## src/rtl/sao_lcu_feeder.sv

```systemverilog
// sao_lcu_feeder: streams a 128x128 frame from SRAM to an SAO filter in LCU raster order.
// Optional running pixel checksum is built when SAO_FEED_CHKSUM_EN is defined.
module sao_lcu_feeder (
    input  logic        clk,
    input  logic        reset,
    input  logic        start,
    input  logic [1:0]  lcu_size_cfg,
    output logic        ram_cen,
    output logic [13:0] ram_a,
    input  logic [7:0]  ram_q,
    output logic [5:0]  prm_idx,
    input  logic [1:0]  prm_type,
    input  logic [4:0]  prm_band_pos,
    input  logic        prm_eo_class,
    input  logic [15:0] prm_offset,
    output logic        in_en,
    output logic [7:0]  din,
    output logic [1:0]  sao_type,
    output logic [4:0]  sao_band_pos,
    output logic        sao_eo_class,
    output logic [15:0] sao_offset,
    output logic [2:0]  lcu_x,
    output logic [2:0]  lcu_y,
    output logic [1:0]  lcu_size,
    input  logic        busy,
    input  logic        finish,
    output logic        done,
    output logic [15:0] chksum
);

    typedef enum logic [2:0] {IDLE, PRIME, STREAM, WAIT_FIN, DONE} state_t;

    typedef struct packed {
        logic        last;
        logic [1:0]  size;
        logic [2:0]  x;
        logic [2:0]  y;
        logic [1:0]  typ;
        logic [4:0]  band;
        logic        eo;
        logic [15:0] off;
    } meta_t;

    typedef struct packed {
        logic [7:0] pix;
        meta_t      m;
    } ent_t;

    state_t     state;
    logic [1:0] size_q;
    logic [2:0] fx;
    logic [2:0] fy;
    logic [5:0] fr;
    logic [5:0] fc;
    logic       fetch_end;

    meta_t      pend;
    ent_t       skid;
    ent_t       outr;
    ent_t       incoming;
    logic       pend_v;
    logic       skid_v;
    logic       out_v;

    logic [5:0] n_m1;
    logic [2:0] lpr_m1;
    logic [6:0] row_a;
    logic [6:0] col_a;
    logic       last_c;
    logic       last_r;
    logic       last_x;
    logic       last_y;
    logic       streaming;
    logic       acc;
    logic       issue;
    logic       start_ok;
    logic [1:0] occ_next;

    always_comb begin
        unique case (size_q)
            2'd0:    n_m1 = 6'd15;
            2'd1:    n_m1 = 6'd31;
            default: n_m1 = 6'd63;
        endcase
    end

    assign lpr_m1 = 3'd7 >> size_q;
    assign last_c = (fc == n_m1);
    assign last_r = (fr == n_m1);
    assign last_x = (fx == lpr_m1);
    assign last_y = (fy == lpr_m1);

    // Both halves stay below 128, so concatenation equals (row << 7) + col.
    assign row_a = ({4'd0, fy} << (3'd4 + {1'b0, size_q})) + {1'b0, fr};
    assign col_a = ({4'd0, fx} << (3'd4 + {1'b0, size_q})) + {1'b0, fc};
    assign prm_idx = ({3'd0, fy} << (2'd3 - size_q)) + {3'd0, fx};

    assign start_ok  = (state == IDLE) && start && (lcu_size_cfg != 2'd3);
    assign streaming = (state == STREAM);
    assign acc       = out_v && !busy && streaming;

    // Issue only if the read landing next cycle still finds a free slot.
    assign occ_next = {1'b0, out_v} + {1'b0, skid_v} + {1'b0, pend_v} - {1'b0, acc};
    assign issue    = (state == PRIME) ||
                      (streaming && !fetch_end && (occ_next <= 2'd1));

    assign ram_cen = !issue;
    assign ram_a   = issue ? {row_a, col_a} : 14'd0;

    assign incoming = {ram_q, pend};

    assign in_en        = acc;
    assign din          = outr.pix;
    assign sao_type     = outr.m.typ;
    assign sao_band_pos = outr.m.band;
    assign sao_eo_class = outr.m.eo;
    assign sao_offset   = outr.m.off;
    assign lcu_x        = outr.m.x;
    assign lcu_y        = outr.m.y;
    assign lcu_size     = outr.m.size;

    always_ff @(posedge clk) begin
        if (reset) begin
            state <= IDLE;
            done  <= 1'b0;
        end else begin
            done <= 1'b0;
            unique case (state)
                IDLE:     if (start_ok) state <= PRIME;
                PRIME:    state <= STREAM;
                STREAM:   if (acc && outr.m.last) state <= WAIT_FIN;
                WAIT_FIN: if (finish) begin
                    state <= DONE;
                    done  <= 1'b1;
                end
                DONE:     state <= IDLE;
                default:  state <= IDLE;
            endcase
        end
    end

    always_ff @(posedge clk) begin
        if (reset) begin
            size_q    <= 2'd0;
            fx        <= 3'd0;
            fy        <= 3'd0;
            fr        <= 6'd0;
            fc        <= 6'd0;
            fetch_end <= 1'b0;
        end else if (start_ok) begin
            size_q    <= lcu_size_cfg;
            fx        <= 3'd0;
            fy        <= 3'd0;
            fr        <= 6'd0;
            fc        <= 6'd0;
            fetch_end <= 1'b0;
        end else if (issue) begin
            if (!last_c) begin
                fc <= fc + 6'd1;
            end else begin
                fc <= 6'd0;
                if (!last_r) begin
                    fr <= fr + 6'd1;
                end else begin
                    fr <= 6'd0;
                    if (!last_x) begin
                        fx <= fx + 3'd1;
                    end else begin
                        fx <= 3'd0;
                        if (!last_y) fy <= fy + 3'd1;
                        else fetch_end <= 1'b1;
                    end
                end
            end
        end
    end

    always_ff @(posedge clk) begin
        if (reset) begin
            pend   <= '0;
            skid   <= '0;
            outr   <= '0;
            pend_v <= 1'b0;
            skid_v <= 1'b0;
            out_v  <= 1'b0;
        end else begin
            pend_v <= issue;
            if (issue) begin
                pend <= {last_c & last_r & last_x & last_y, size_q, fx, fy,
                         prm_type, prm_band_pos, prm_eo_class, prm_offset};
            end
            if (!out_v || acc) begin
                if (skid_v) begin
                    outr   <= skid;
                    out_v  <= 1'b1;
                    skid_v <= pend_v;
                    if (pend_v) skid <= incoming;
                end else begin
                    out_v <= pend_v;
                    if (pend_v) outr <= incoming;
                end
            end else if (pend_v) begin
                skid   <= incoming;
                skid_v <= 1'b1;
            end
        end
    end

`ifdef SAO_FEED_CHKSUM_EN
    logic [15:0] sum_q;

    always_ff @(posedge clk) begin
        if (reset || start_ok) sum_q <= 16'd0;
        else if (acc) sum_q <= sum_q + {8'd0, outr.pix};
    end

    assign chksum = sum_q;
`else
    assign chksum = 16'd0;
`endif

endmodule
```

## config.mk

```make
export PLATFORM = sky130hd
export DESIGN_NAME = sao_lcu_feeder
export DESIGN_NICKNAME = d
export VERILOG_FILES = /design/src/rtl/sao_lcu_feeder.sv
export SDC_FILE = /design/constraint.sdc
export NUM_CORES = 1
export LEC_CHECK = 0
export CORE_MARGIN = 10
export CORE_UTILIZATION = 40
export DETAILED_ROUTE_END_ITERATION = 6
export PLACE_DENSITY = 0.69
export SYNTH_ARGS = -nofsm -noshare
export SYNTH_HDL_FRONTEND = slang
export SYNTH_SLANG_ARGS = --single-unit
```

## constraint.sdc

```tcl
create_clock -name clk -period 4.2 [get_ports clk]
set_input_delay 0.84 -clock clk [delete_from_list [all_inputs] [get_ports clk]]
set_output_delay 0.84 -clock clk [all_outputs]
set_load 0.005 [all_outputs]
```

Yosys cells after proc, flatten, opt, wreduce, memory -nomap -nowiden
Cells that the tools add are included.
- add/subtract/negate cells: 12
- bitwise gates (word level): 5
- muxes and demuxes: 19
- reductions and logical operators: 25
- equal/unequal tests: 13
- shifts and indexed selects: 4
- $lt $le $gt $ge: 1
- operators by type and width (cell ; number):
    $mux W41 ; 5
    $add A7 B6 Y7 ; 2
    $mux W14 ; 1
    $shl A3 B3 Y7 ; 2
    $add A6 B1 Y6 const B ; 2
    $eq A6 B6 Y1 ; 2
    $mux W3 ; 4
    $mux W6 ; 2
    $pmux W3 S4 ; 1
    $pmux W6 S2 ; 1
    $reduce_and A5 Y1 ; 2
    $ne A2 B2 Y1 const B ; 4
    $logic_and A1 B1 Y1 ; 7
    $add A3 B1 Y3 const B ; 2
    $add A6 B3 Y6 ; 1
    $eq A3 B2 Y1 const B ; 2
    $eq A3 B3 Y1 ; 2
    $reduce_and A3 Y1 ; 2
    $shl A3 B2 Y6 ; 1
    $mux W1 ; 5
    $logic_not A1 Y1 ; 4
    $reduce_and A2 Y1 ; 2
    $reduce_bool A2 Y1 ; 2
    $reduce_or A2 Y1 ; 2
    other kinds (15) ; 19
- register bits: 143
- word-level logic and storage cells: 116

Longest topological paths before layout
Gate-level depths: netlist of run 1.
- depth in word-level cells: 8
- gate-level depth with buffers: 15
- depth with buffers taken out: 11

Worst setup path after synthesis of run 1
No wires, ideal clock.
- path kind: reg2out
- start: register skid_v
- end: output ram_a[13]
- arrival: 3.051 ns
- path slack: 0.309 ns
- cell stages (with the launch flop): 14
- required time: 3.360 ns
- cells stage by stage: dfxtp_1 clkbuf_1 buf_1 inv_1 ha_1 inv_1 ha_1 a211o_1 o32ai_4 or2_1 buf_4 inv_2 clkbuf_1 nor2_1
- cells in the longest elaborated chain, start to end: 7
- RTL lines (item ; line ; text):
    start: declaration ; 62 ; logic skid_v;
    start signal: assignment ; 196 ; skid_v <= pend_v;
    $add A1 B1 Y2 ; 103 ; assign occ_next = {1'b0, out_v} + {1'b0, skid_v} + {1'b0, pend_v} - {1'b0, acc};
    $add A2 B1 Y2 ; 103 ;
    $sub A2 B1 Y2 ; 103 ;
    $le A2 B1 Y1 ; 105 ; (streaming && !fetch_end && (occ_next <= 2'd1));
    $logic_and A1 B1 Y1 ; 105 ;
    $logic_or A1 B1 Y1 ; 104 ; assign issue = (state == PRIME) ||
    $mux W14 ; 108 ; assign ram_a = issue ? {row_a, col_a} : 14'd0;
    end: declaration ; 9 ; output logic [13:0] ram_a,
Every way passes these cells.

Final worst setup path of run 1
- start: register state[2]
- end: output ram_cen
- cells in the longest elaborated chain, start to end: 7
- elaborated cells on any way between the ends: 9
- RTL lines (item ; line ; text):
    start: declaration ; 49 ; state_t state;
    start signal: assignment ; 124 ; state <= IDLE;
    start signal: assignment ; 129 ; IDLE: if (start_ok) state <= PRIME;
    start signal: assignment ; 130 ; PRIME: state <= STREAM;
    $eq A3 B2 Y1 ; 99 ; assign streaming = (state == STREAM);
    $logic_and A1 B1 Y1 ; 100 ; assign acc = out_v && !busy && streaming;
    $sub A2 B1 Y2 ; 103 ;
    $le A2 B1 Y1 ; 105 ;
    $logic_and A1 B1 Y1 ; 105 ;
    $logic_or A1 B1 Y1 (*) ; 104 ;
    $logic_not A1 Y1 (*) ; 107 ; assign ram_cen = !issue;
    end: declaration ; 8 ; output logic ram_cen,
Mark *: on every way between the ends. The rest lies on a longest branch, timed or not.

==> results_dict.tcl, run 1 <==
set metrics [dict create \
    status "finished, final reports clean" \
    synth_cell_types 61 \
    gr-usage-all-layers_pct 14.6 \
    p_sw_share_pct 25.8 \
    antenna_found_initial 2 \
    grt_pass1_vias 5167 \
    endpoint "ram_cen" \
    leakage_nw 2.95 \
    comb_power_share_pct 15.1 \
    final_area_sq_um 8340 \
    async_flop_share_pct 0 \
    maxSlewHeadroom_pct 44.9 \
    cp.arrival_ns 3.21 \
    hp-class "flop to flop" \
    r2r_start "state[2]" \
    fp.coreArea_sq_um 16600 \
    use_met3_pct 5.31 \
    grt-ovfl-total 0 \
    vias 5480 \
    ys_warn_count 0 \
    firstDrtPassIters 4 \
    worstReg2RegEnd "fy[0]" \
    use_met2_pct 23.1 \
    cp_max_fo 6 \
    cts_hold_buf 0 \
    start_util_pct 40.9 \
    tightest_slew_ns 0.827 \
    reg2reg_depth 12 \
    postSynthCellCount 815 \
    synth_top_area_share_pct 42.1 \
    dieHeight_um 150 \
    path_class "flop to primary output" \
    pwr-share-clk_pct 41.6 \
    clk_pin_slew_ns 0.06 \
    area_delta_synth_final_pct 22.5 \
    numPortBuffers 101 \
    crit_path_start_kind "flop" \
    layout_min_cycle_time_ns 4.05 \
    place_area_sq_um 7710 \
    cts_tree "built" \
    numCtsBuffers 17 \
    h-tree-depth 4 \
    dpl_worst_slack_ns -0.303 \
    cp.required_ns 3.36 \
    crit_path_start "state[2]" \
    pin_count 118 \
    gr-usage-met1_pct 17.8 \
    fin_crit_sh_pct 96.4 \
    mostFrequentLayoutCells "nand2_1, dfxtp_1, a21oi_1" \
    die_x_um 150 \
    wl_mm 16.5 \
    n_antenna_cell 0 \
    vdd_ir_drop_max_uv 309 \
    grt_busiest_layer "met2" \
    finClkSkew_ns 0.00944 \
    drt-wirelength-per-cell_um 15.0 \
    cp-end-kind "primary output" \
    finalSetupTns_ns 0 \
    synth_flop_cell "dfxtp_1" \
    power.density_nw_per_um2 415 \
    p_int_w 0.00257 \
    grt_max_degree 80 \
    cts-root-buf "clkbuf_16" \
    avgViaCountPerCell 4.99 \
    hpwl_mm 11.0 \
    dieArea_sq_um 22600 \
    fp-row-count 47 \
    worst_slack_ns 0.153 \
    setup_viol 0 \
    drv_slew 0 \
    synth_top_area_cell "dfxtp_1" \
    clock_path_buffers 2 \
    r2r_setup_slack_ns 0.99 \
    grt_pass1_wl_mm 26.5 \
    synth_area_leaders "dfxtp_1, nand2_1, mux2i_1, a21oi_1, buf_4" \
    place_congestion 0.807 \
    ant_nets 0 \
    drive_gt1_share_pct 9.78 \
    synth.yosys.seq_area_share_pct 42.1 \
    p_switching_w 0.000895 \
    nFillCells 1649 \
    drc 0 \
    fin_nets 921 \
    clk_latency_ns 0.42 \
    synth_edf_count 0 \
    max_freq_mhz 247 \
    synth_area_sq_um 6810 \
    seqPwrFrac_pct 43.3 \
    drtIter0Drc 288 \
    rsz0062_at_grt "false" \
    syn_avg_cell_area_sq_um 8.35 \
    regArea_sq_um 2870 \
    cap_violations 0 \
    hold_violations 0 \
    ys_seq_elements 143 \
    multi_input_area_sq_um 3340 \
    clkSinkCount 143 \
    layout_commonest_cell "nand2_1" \
]
[power by group through the flow]
stage,combinational (W),clock [W],sequential [W]
after global placement,0.000509,0,0.00152
after detailed placement,0.000513,0,0.00153
final,0.000523,0.00144,0.00150
after floorplan,0.000358,0,0.00151
after CTS,0.000519,0.00148,0.00150
after global routing,0.000579,0.00153,0.00151
[stage by stage]
| stage | instances | utilization [%] | hold slack [ns] | total power (W) |
|---|---|---|---|---|
| after CTS | 1095 | 49.7 | 0.454 | 0.00349 |
| after global placement | 1063 | 46.3 | 0.441 | 0.00203 |
| after detailed placement | 1063 | 46.3 | 0.446 | 0.00204 |
| after global routing | 1099 | 50.1 | 0.471 | 0.00362 |
| after floorplan | 830 | - | 0.436 | 0.00187 |
| final | 1099 | 50.1 | 0.452 | 0.00346 |
[Yosys cell counts (3+ instances only)]
cell / count
nor2_1: 61
mux2i_1: 49
clkbuf_1: 44
ha_1: 11
buf_4: 57
buf_2: 9
xor2_1: 10
a21o_1: 5
a211oi_1: 42
o21ai_0: 13
inv_1: 11
a31oi_1: 3
o21a_1: 7
nor3_1: 4
nand3_1: 7
xnor2_1: 3
nand3b_1: 5
nor2b_1: 4
nor4b_1: 3
a21oi_1: 91
nand2_1: 167
fa_1: 3
dfxtp_1: 143
and3_1: 3
and2_1: 13
[worst min-delay path by stage]
| stage | from | to | slack [ns] | depth (start not counted) |
|---|---|---|---|---|
| 2_1_floorplan | skid[0] | skid[0] | 0.44 | 2 |
| 3_3_place_gp | skid[19] | skid[19] | 0.44 | 2 |
| 3_5_place_dp | skid[24] | skid[24] | 0.45 | 2 |
| 4_1_cts | skid[38] | skid[38] | 0.45 | 2 |
| 5_1_grt | skid[26] | skid[26] | 0.47 | 2 |
| 6_report | skid[15] | skid[15] | 0.45 | 2 |
[sequential cells by signal, summed over array words and instances (netlist names)]
signal        flops
din               8
done              1
fc                6
fetch_end         1
fr                6
fx                3
fy                3
incoming         33
lcu_size          2
lcu_x             3
lcu_y             3
out_v             1
outr              1
pend_v            1
sao_band_pos      5
sao_eo_class      1
sao_offset       16
sao_type          2
size_q            2
skid             41
skid_v            1
state             3
[kinds of logic after synthesis]
group | after synthesis | synth area share (%)
adder cells (fa/ha/maj) | 14 | 2.90
multiplexers | 49 | 7.21
AO/OA/AOI/OAI | 179 | 16.7
other | 1 | 0.0551
buffers and inverters | 125 | 10.3
XOR/XNOR | 13 | 1.67
AND/OR/NAND/NOR | 291 | 19.1
flip-flops | 143 | 42.1
[routing by layer]
metal  up-vias  wire length [um]
li1       2822                 -
met1      2513              7470
met2       121              7630
met3        22              1140
met4         2               205
met5         -                18
[cell type report]
type                       instances  area share (%)
timing repair buffer             132            14.9
clock inverter                    12            1.46
multi-input combinational        562            40.1
clock buffer                      18            5.27
tap                              220            3.30
inverter                          12           0.570
sequential                       143            34.4
[worst max-delay path: stages (launching register included)]
cell and delay [ns]:
dfxtp_1 0.31, or3b_4 0.41, nor3b_2 0.20, ha_1 0.25, inv_1 0.08, ha_4 0.20, a211o_1 0.32, o32ai_4 0.26
or2_4 0.19, buf_4 0.12, inv_4 0.05, buf_4 0.13, dlygate4sd2_1 0.26
[what timing repair did]
action | CTS | global route
pin swaps | 3 | 5
endpoints found under the setup margin | 15 | 16
gates cloned | 0 | 1
resized for setup | 19 | 11
setup buffers | 2 | 3
Note: power is estimated with default switching activity, not from simulation.
==> run 2: changes to the inputs <==
- REMOVE_ABC_BUFFERS: not set -> 1
- SLEW_MARGIN: not set -> 20
==> run 2 against run 1 <==
  * Count of clock-buffer cells in the layout grew 3
  * Maximum frequency shrank 1.7%
  * Largest power group is now the clock network
  * Combinational power shrank 3.8%
  * First-iteration DRC count grew 8.0%
  * Final area shrank 0.83%
  * Sequential power is essentially flat
  * Largest cell class unchanged
  * Total power grew 1.3%
  * Critical path depth is the same
  * Via count shrank 1.5%
  * Utilization shrank 0.41 points
  * Critical endpoint is now ram_a[12]
  * Sequential cell count is the same
  * Highest routed layer is now met4
==> results_dict.tcl, run 2 (same netlist as run 1, synthesis figures left out) <==
set metrics [dict create \
    drt-wirelength-per-cell_um 14.7 \
    drv_slew 0 \
    clk_latency_ns 0.41 \
    cp_max_fo 7 \
    crit_path_cell_trace "clkdlybuf4s50_1 -> nor3b_2 -> ha_1 -> inv_1 -> ha_1 -> a211o_1 -> o32ai_4 -> buf_4 -> or2_4 -> inv_2 -> nor2_1 -> dlygate4sd2_1" \
    fp.coreArea_sq_um 16600 \
    fin_nets 912 \
    grt_pass1_vias 5204 \
    vdd_ir_drop_max_uv 288 \
    gr-usage-all-layers_pct 14.2 \
    status "finished, final reports clean" \
    wl_mm 16.0 \
    numPortBuffers 101 \
    maxSlewHeadroom_pct 37.8 \
    grt-ovfl-total 0 \
    antenna_found_initial 0 \
    grt_pass1_wl_mm 26.3 \
    cp.arrival_ns 3.28 \
    area_delta_synth_final_pct 21.5 \
    start_util_pct 40.9 \
    grt_max_degree 77 \
    crit_path_start_kind "primary input" \
    hold_violations 0 \
    tightest_slew_ns 0.932 \
    drt-met1-wl_mm 7.52 \
    worst_path_most_repeated_cell "ha_1" \
    drive_gt1_share_pct 8.53 \
    rsz0062_at_grt "true" \
    drc 0 \
    clk_pin_slew_ns 0.06 \
    clock_path_buffers 2 \
    dr_wl_met3_mm 1.04 \
    leakage_nw 2.96 \
    cap_violations 0 \
    firstDrtPassIters 6 \
    cts_tree "built" \
    crit_family "buffers and inverters" \
    finClkSkew_ns 0.00800 \
    cp.required_ns 3.36 \
    seqPwrFrac_pct 42.7 \
    dieHeight_um 150 \
    setup_viol 0 \
    utilization_pct 49.7 \
    clkSinkCount 143 \
    power.density_nw_per_um2 424 \
    p_switching_w 0.000865 \
    dieArea_sq_um 22600 \
    drtIter0Drc 311 \
    pin_count 118 \
    layout_commonest_cell "nand2_1" \
    place_congestion 0.787 \
    r2r_start "state[0]" \
    p_sw_share_pct 24.6 \
    fin_total_pwr_w 0.00351 \
    h-tree-depth 4 \
    top_register "skid" \
    crit_slowest_cell "clkdlybuf4s50_1" \
    crit_path_start "busy" \
    fp-row-count 47 \
    cpPeakStageDelay_ns 0.44 \
    top_layer "met4" \
    n_antenna_cell 0 \
    max_freq_mhz 243 \
    largest_register_ffs 41 \
    layout_min_cycle_time_ns 4.12 \
    hpwl_mm 10.1 \
    numCtsBuffers 17 \
    path_class "primary input to primary output" \
    fin_crit_sh_pct 98.1 \
    final_area_sq_um 8270 \
    place_area_sq_um 7640 \
    mostFrequentLayoutCells "nand2_1, dfxtp_1, a21oi_1" \
    wl_met2_mm 7.31 \
    p_int_w 0.00264 \
    hp-class "flop to flop" \
    vias 5397 \
    comb_power_share_pct 14.3 \
    cp_num_buf_inv 5 \
    nFillCells 1592 \
    cp-end-kind "primary output" \
    pwr-share-clk_pct 42.9 \
    avgViaCountPerCell 4.96 \
    ant_nets 0 \
    die_x_um 150 \
    cts-root-buf "clkbuf_16" \
    min-delay-start "skid[26]" \
]
==> run 2: changes by cell type in the layout (fill, tap and decap cells not counted), moves of 2 or more <==
cell,before,now
clkbuf_8,1,3
dlygate4sd2_1,14,1
dfxtp_2,4,2
dfxtp_1,139,141
buf_4,28,20
a21oi_1,89,91
clkdlybuf4s15_1,1,3
clkbuf_2,0,5
a21oi_2,2,0
dlymetal6s2s_1,1,6
clkinvlp_4,3,1
clkinv_2,6,3
==> run 2: power groups by stage <==
stage	registers (W)	logic (W)	clock network, W
4_1_cts	0.00150	0.000508	0.00153
3_3_place_gp	0.00152	0.000489	0
3_5_place_dp	0.00153	0.000493	0
5_1_grt	0.00151	0.000565	0.00159
2_1_floorplan	0.00153	0.000230	0
6_report	0.00150	0.000503	0.00151
==> run 2: final timing paths <==
path                to  slack (ns)  cells after the start
max          ram_a[12]        0.08                     12
min           skid[26]        0.45                      2
max reg2reg      fc[0]        0.91                     13
min reg2reg   skid[26]        0.45                      2
==> run 2: worst register-to-register path: cells and delay by family, from the launching register on <==
family | cells | cell delay [ns]
buf+inv | 4 | 0.70
fa+ha+maj | 2 | 0.50
compound gates | 2 | 0.54
flops | 1 | 0.35
simple gates | 4 | 0.87
mux | 1 | 0.23
==> run 2: area by class of cell <==
type	instances	area, sq um	area share [%]
clock buffers	21	470	5.69
inverters	12	45.0	0.545
flip-flops and latches	143	2870	34.6
repair buffers	122	1170	14.2
clock inverters	7	113	1.36
multi-input cells	563	3330	40.3
well taps	220	275	3.33
==> run 2: per-layer routing <==
layer / GRT usage, % / vias to the layer above
li1: - / 2791
met1: 18.6 / 2472
met2: 22.5 / 119
met3: 4.02 / 15
met4: 3.94 / 0
met5: 0 / -
==> run 2: stage by stage <==
stage | cells | setup slack [ns] | hold slack (ns) | setup TNS, ns
after floorplan | 717 | -1.15 | 0.430 | -27.47
after global placement | 1054 | -0.253 | 0.441 | -2.98
final | 1088 | 0.0818 | 0.452 | 0
after CTS | 1086 | -0.148 | 0.454 | -0.723
after global routing | 1088 | -0.111 | 0.471 | -0.258
after detailed placement | 1054 | -0.307 | 0.446 | -3.62
==> run 2: timing repair <==
action	in CTS	in global routing
endpoints found under the setup margin	15	9
gates resized for setup	12	22
hold buffers	0	0
setup buffers	3	2
gates cloned	1	0
pin swaps	2	1
